$ cat config.mk
export PLATFORM = sky130hd
export DESIGN_NAME = input_conditioner
export DESIGN_NICKNAME = d
export VERILOG_FILES = /design/src/rtl/input_conditioner.sv
export SDC_FILE = /design/constraint.sdc
export NUM_CORES = 1
export LEC_CHECK = 0
export CAP_MARGIN = 30
export CORE_ASPECT_RATIO = 0.75
export CORE_MARGIN = 5
export CORE_UTILIZATION = 35
export DETAILED_ROUTE_END_ITERATION = 8
export GPL_ROUTABILITY_DRIVEN = 0
export PLACE_DENSITY = 0.61
export RECOVER_POWER = 50
export SYNTH_ARGS = -nofsm -noshare
export SYNTH_HDL_FRONTEND = slang
export SYNTH_SLANG_ARGS = --single-unit
$ cat constraint.sdc
create_clock -name clk -period 2.94 [get_ports clk]
set_input_delay 0.735 -clock clk [delete_from_list [all_inputs] [get_ports clk]]
set_output_delay 0.735 -clock clk [all_outputs]
set_load 0.05 [all_outputs]
$ cat src/rtl/input_conditioner.sv
// input_conditioner: front-end for board switches and push-buttons.
// Each raw input bit is brought into the clock domain through a two-flop
// synchronizer and then debounced on its own. The clean level S feeds the
// combinational gate network. RISE/FALL are one-cycle edge strobes, and
// CHANGED marks any edge in the same cycle.
//
// Optional build macro: INPUT_INVERT_EN
//   When defined, RAW is inverted ahead of the synchronizer so that
//   active-low buttons read as 1 when pressed. Reset values stay 0.
//
// Per-bit debounce behaviour:
//   STABLE  : sync2 == S, count held at 0
//   PENDING : sync2 != S, count advances once per cycle
// S takes the new value on the cycle where the count has already reached
// DEBOUNCE_CYCLES-1 and the difference is still present. This means the
// difference must be seen on DEBOUNCE_CYCLES consecutive edges. Any cycle
// in which sync2 matches S again sends the count back to 0.

module input_conditioner #(
    parameter int WIDTH           = 5,
    parameter int DEBOUNCE_CYCLES = 4
) (
    input  logic             clk,
    input  logic             reset,
    input  logic [WIDTH-1:0] RAW,
    output logic [WIDTH-1:0] S,
    output logic [WIDTH-1:0] RISE,
    output logic [WIDTH-1:0] FALL,
    output logic             CHANGED
);

    // The counter only has to hold 0 .. DEBOUNCE_CYCLES-1.
    localparam int CNT_W = (DEBOUNCE_CYCLES < 2) ? 1 : $clog2(DEBOUNCE_CYCLES + 1);
    localparam logic [CNT_W-1:0] CNT_LAST = CNT_W'(DEBOUNCE_CYCLES - 1);
    localparam logic [CNT_W-1:0] CNT_ONE  = CNT_W'(1);

    logic [WIDTH-1:0] raw_in;
    logic [WIDTH-1:0] sync1;
    logic [WIDTH-1:0] sync2;
    logic [CNT_W-1:0] cnt      [WIDTH];
    logic [CNT_W-1:0] cnt_next [WIDTH];
    logic [WIDTH-1:0] s_next;
    logic [WIDTH-1:0] rise_next;
    logic [WIDTH-1:0] fall_next;

`ifdef INPUT_INVERT_EN
    assign raw_in = ~RAW;
`else
    assign raw_in = RAW;
`endif

    // Two-flop synchronizer. This is the only logic that reads the pins.
    always_ff @(posedge clk or posedge reset) begin
        if (reset) begin
            sync1 <= '0;
            sync2 <= '0;
        end else begin
            sync1 <= raw_in;
            sync2 <= sync1;
        end
    end

    // Per-bit debounce decision: hold, keep counting, or accept the new level.
    always_comb begin
        s_next    = S;
        rise_next = '0;
        fall_next = '0;
        for (int i = 0; i < WIDTH; i++) begin
            cnt_next[i] = cnt[i];
            if (sync2[i] == S[i]) begin
                cnt_next[i] = '0;
            end else if (cnt[i] == CNT_LAST) begin
                s_next[i]    = sync2[i];
                cnt_next[i]  = '0;
                rise_next[i] = sync2[i];
                fall_next[i] = ~sync2[i];
            end else begin
                cnt_next[i] = cnt[i] + CNT_ONE;
            end
        end
    end

    // Register the clean levels, the counts and the edge strobes together,
    // so that CHANGED lines up exactly with RISE/FALL.
    always_ff @(posedge clk or posedge reset) begin
        if (reset) begin
            S       <= '0;
            RISE    <= '0;
            FALL    <= '0;
            CHANGED <= 1'b0;
            cnt     <= '{default: '0};
        end else begin
            S       <= s_next;
            RISE    <= rise_next;
            FALL    <= fall_next;
            CHANGED <= |(rise_next | fall_next);
            cnt     <= cnt_next;
        end
    end

endmodule

Word-level counts from Yosys, hierarchy flattened
Index checks and enable logic that the tools add are counted.
{"block": "word_totals", "reg_bits": 41, "in_bits": 7, "out_inout_bits": 16, "word_cells": 77}
{"block": "op_classes", "add_sub_neg": 5, "n_reduce_logical": 6, "bitwise_logic": 11, "n_mux": 30, "n_eq_ne": 10}
{"operator": "3-bit 2-to-1 mux", "n": 10}
{"operator": "1-bit 2-to-1 mux", "n": 20}
{"operator": "3-bit by 1-bit adder with 3-bit output (second input constant)", "n": 5}
{"operator": "3-bit by 2-bit == test with 1-bit output (second input constant)", "n": 5}
{"operator": "1-bit NOT", "n": 10}
{"operator": "2-bit AND reduction", "n": 5}
{"operator": "1-bit == test", "n": 5}
{"operator": "5-bit OR", "n": 1}
{"operator": "5-bit OR reduction", "n": 1}

Longest topological paths before layout
Gate-level depths: netlist of run 1.
{"block": "logic_depth", "depth_word": 5, "depth_mapped": 4, "mapped_depth_nobuf": 4}

Least setup slack after synthesis of run 1
Ideal clock, no wire load.
{"block": "synth_path", "path_type": "register -> register", "startpoint": "register S[1]", "endpoint": "register CHANGED", "slack_ns": 1.504, "setup_time_ns": 0.131, "t_arrival_ns": 1.305, "path_buffers": 0, "period_less_slack_ns": 1.436, "required_time_ns": 2.809, "path_stages_with_launch": 4, "path_cell_list": "dfrtp_1 -> xnor2_1 -> o22ai_1 -> or3_1"}
{"block": "synth_between", "elab_chain_len": 4, "word_cells_on_any_way": 5, "cone_classes": "eq/ne (1); mux (2); bitwise (1); reduce/logical (1)"}
{"element": "from (decl)", "line": "26", "rtl": "output logic [WIDTH-1:0] S,"}
{"element": "from (signal assigned)", "line": "93", "rtl": "S <= s_next;"}
{"element": "1-bit == test (*)", "line": "70", "rtl": "if (sync2[i] == S[i]) begin"}
{"element": "1-bit 2-to-1 mux", "line": "70"}
{"element": "5-bit OR (*)", "line": "96", "rtl": "CHANGED <= |(rise_next | fall_next);"}
{"element": "5-bit OR reduction (*)", "line": "96"}
{"element": "to (signal assigned)", "line": "96"}
{"element": "to (decl)", "line": "29", "rtl": "output logic CHANGED"}
Mark *: on every way between the ends. The rest lies on a longest branch, timed or not.
A chain may end at the register's enable or synchronous reset.

Worst setup path in the final report of run 1
{"block": "layout_path", "startpoint": "register S[4]", "endpoint": "output S[4]"}
No word-level cell between the ends.

==> reports/qor.csv, run 1 <==
stage,metric,value,unit
worst_setup_path,critical_path.max_fanout,6,
clocking,cts_sinks,41,
drt,dr.pass1.iters,4,
worst_setup_path,cpPeakStageDelay,840,ps
worst_setup_path,crit_arrival,1580,ps
worst_setup_path,slowest_stage,clkdlybuf4s50_1,
clocking,htreeDepth,2,
min_path,holdPathEnd,sync2[4],
timing,maxSlewHeadroom,0.363,
drt,ant_nets,0,
worst_setup_path,reg2reg_depth,4,
drt,routedWlPerCell,12.1,µm
synth,syn_nets,112,
synth,synth.most_common_cell,dfrtp_1,
clocking,cts_tree,done,
die,core,0.00405,mm²
clocking,cts_resized,0,
synth,avgSynthCellArea,14.7,µm²
clocking,clk_latency,280,ps
drt,detail_route.iter0.violations,42,
timing,finClkSkew,3.69,ps
timing,fin_setup_tns,0,ps
synth,ys.flop_type,dfrtp_1,
die,rows,20,
clocking,post-cts-setup-buffers,0,
grt,antenna_found_initial,0,
grt,grt_pass1_wl,3970,µm
min_path,min_path_cells,0,
timing,period_needed,2310,ps
clocking,hold_buffers,0,
grt,grt_pass1_vias,899,
drt,wirelength,2240,µm
worst_setup_path,rrSetupSlack,1570,ps
flow_run,cap_violations,0,
synth,synth.cell_area,0.00147,mm²
clocking,path_clk_slew,70,ps
worst_setup_path,reg2reg_to,CHANGED,
grt,grt.total_usage,0.0938,
place,place.port_buffers,22,
worst_setup_path,critPathTopFamily,buffers and inverters,
timing,slew_viol_final,0,
timing,hold_ws,345,ps
clocking,numCtsBuffers,5,
final_layout,syn2layout_area_growth,25.3,%
synth,yosysWarnings,0,
worst_setup_path,critPathBufInv,1,
synth,syn_inst,100,
synth,ys_ff_latch,41,
final_layout,n_fill_cell,396,
clocking,cts.path.max_buffers,2,
synth,synth_top_area_share,0.697,
die,die_area,0.00561,mm²
die,io_pins,23,
outcome,status,completed,
synth,synth-edff-count,0,
worst_setup_path,worstPathRequired,2200,ps
synth,netlist_top_cells_area,"dfrtp_1 (70%), nor3b_1 (7.7%), ha_1 (4.3%)",
synth,async_flop_share,1.00,
timing,finalCritPeriodShare,0.787,
worst_setup_path,start_kind,flop,
synth,yosys.cell_types.count,17,
pwr,power_density,894,mW/mm²
worst_setup_path,r2r_start,cnt[12],
timing,hold_viol_final,0,
worst_setup_path,critPathLaunch,S[4],
pwr,vdd_drop_max,328,µV
timing,setup_viol,0,
worst_setup_path,critPathCaptureType,output port,
timing,rsz0062_at_grt,no,
timing,worstMarginPinSlew,955,ps
min_path,worstHoldPathType,reg2reg,
grt,overflow,0,
drt,vias_per_cell,4.41,
synth,yosysSeqAreaShare,0.697,
final_layout,antennaDiodeCount,0,
die,die_x,84.9,µm
grt,grt_max_degree,42,
drt,drc,0,
min_path,min_from,sync1[4],
worst_setup_path,path_cells,clkdlybuf4s50_1,
die,initial_core_util,0.363,
die,die_h,66.2,µm
final_layout,drive_above_1_share,0.0615,
pwr,p_leak,0.851,nW
synth,synth.top_cells.by_count,"dfrtp_1 (41), nor3b_1 (15), ha_1 (5), nand2b_1 (5), nor2_1 (5)",
drt,via_count,815,
clocking,ctsRootBufferMaster,clkbuf_8,
timing,max_freq,432,MHz
worst_setup_path,critPathKind,reg2out,
synth,yosysTopAreaCell,dfrtp_1,
place,post-dp-hpwl,1650,µm
final_layout,nets,142,
sequential cells by signal, summed over array words and instances, names as in the netlist:
signal	flops
cnt	15
RISE	5
CHANGED	1
sync2	5
sync1	5
FALL	5
S	5
placed cells by master, fill, tap and decap left out, types with 4 or more instances in the layout:
cell type and count:
dfrtp_1 41, clkdlybuf4s50_1 16, nor3b_1 15, clkbuf_8 6, dlygate4sd3_1 6, nand2b_1 5, nor2_1 5, xnor2_1 5
ha_1 5, xor2_1 4, and3_1 4, nand2_1 4, mux2_1 4
cells by family after synthesis:
group,Yosys count,synth area share
xor gates and xnor gates,9,0.0587
and+or+nand+nor,36,0.150
DFF,41,0.697
muxes,5,0.0383
buffers and inverters,2,0.00510
AOI/OAI and AO/OA,2,0.00850
adders and majority gates,5,0.0425
report_power, final:
group	switching (mW)	leakage [nW]	internal, mW
sequential	0.0883	0.528	0.673
clock	0.169	0.0443	0.186
combinational	0.318	0.279	0.215
through the flow:
stage | std cells | setup WS [ps] | total power, mW | cell area [µm²] | util
after CTS | 185 | 611 | 1.69 | 1850 | 0.457
final | 185 | 628 | 1.65 | 1840 | 0.455
after global routing | 185 | 562 | 1.75 | 1840 | 0.455
after floorplan | 100 | 1260 | 1.15 | 1470 | -
after global placement | 178 | 962 | 1.29 | 1770 | 0.436
after detailed placement | 178 | 933 | 1.32 | 1770 | 0.436
worst max-delay path by stage:
stage | cells past startpoint | endpoint | slack, ps
2_1_floorplan | 1 | CHANGED | 1260
3_3_place_gp | 1 | S[1] | 960
3_5_place_dp | 1 | S[4] | 930
4_1_cts | 1 | S[4] | 610
5_1_grt | 1 | S[1] | 560
6_report | 1 | S[4] | 630
routing by layer:
metal  track usage  vias up  share of wire  wire (µm)
met2         0.154       17           0.48       1070
met5             0        -              0          0
met1        0.0972      395           0.43        957
met3        0.0448        8          0.063        142
met4        0.0593        0          0.029         64
li1              -      395              -          -
layout make-up:
class,instances,area [µm²],share of cell area
timing repair buffer,23,225,0.122
sequential,41,1030,0.556
inverter,2,7.51,0.00407
tap,55,68.8,0.0373
multi-input combinational,57,430,0.233
clock buffer,7,86.3,0.0468
No activity file was read; power rests on OpenSTA's default activity.
==> run 2, diff against run 1 <==
==> constraint.sdc (replaced) <==
create_clock -name clk -period 2.4 [get_ports clk]
set_input_delay 0.6 -clock clk [delete_from_list [all_inputs] [get_ports clk]]
set_output_delay 0.6 -clock clk [all_outputs]
set_load 0.05 [all_outputs]
==> results of run 2 <==
Same layout as run 1 (identical final DEF). Status: completed.
Among the figures that moved: setup slack after placement 933 ps -> 528 ps; setup slack after layout 628 ps -> 223 ps; register-to-register setup slack 1570 ps -> 1030 ps; total power 1.65 mW -> 2.02 mW; worst IR drop on VDD 328 µV -> 402 µV
==> run 3, diff against run 2 <==
--- a/config.mk
+++ b/config.mk
@@ -5,7 +5,6 @@
 export SDC_FILE = /design/constraint.sdc
 export NUM_CORES = 1
 export LEC_CHECK = 0
-export CAP_MARGIN = 30
 export CORE_ASPECT_RATIO = 0.75
 export CORE_MARGIN = 5
 export CORE_UTILIZATION = 35
==> results of run 3 <==
Same layout as run 1 (identical final DEF). Status: completed.
Among the figures that moved: setup slack after placement 933 ps -> 528 ps; setup slack after layout 628 ps -> 223 ps; register-to-register setup slack 1570 ps -> 1030 ps; total power 1.65 mW -> 2.02 mW; worst IR drop on VDD 328 µV -> 402 µV
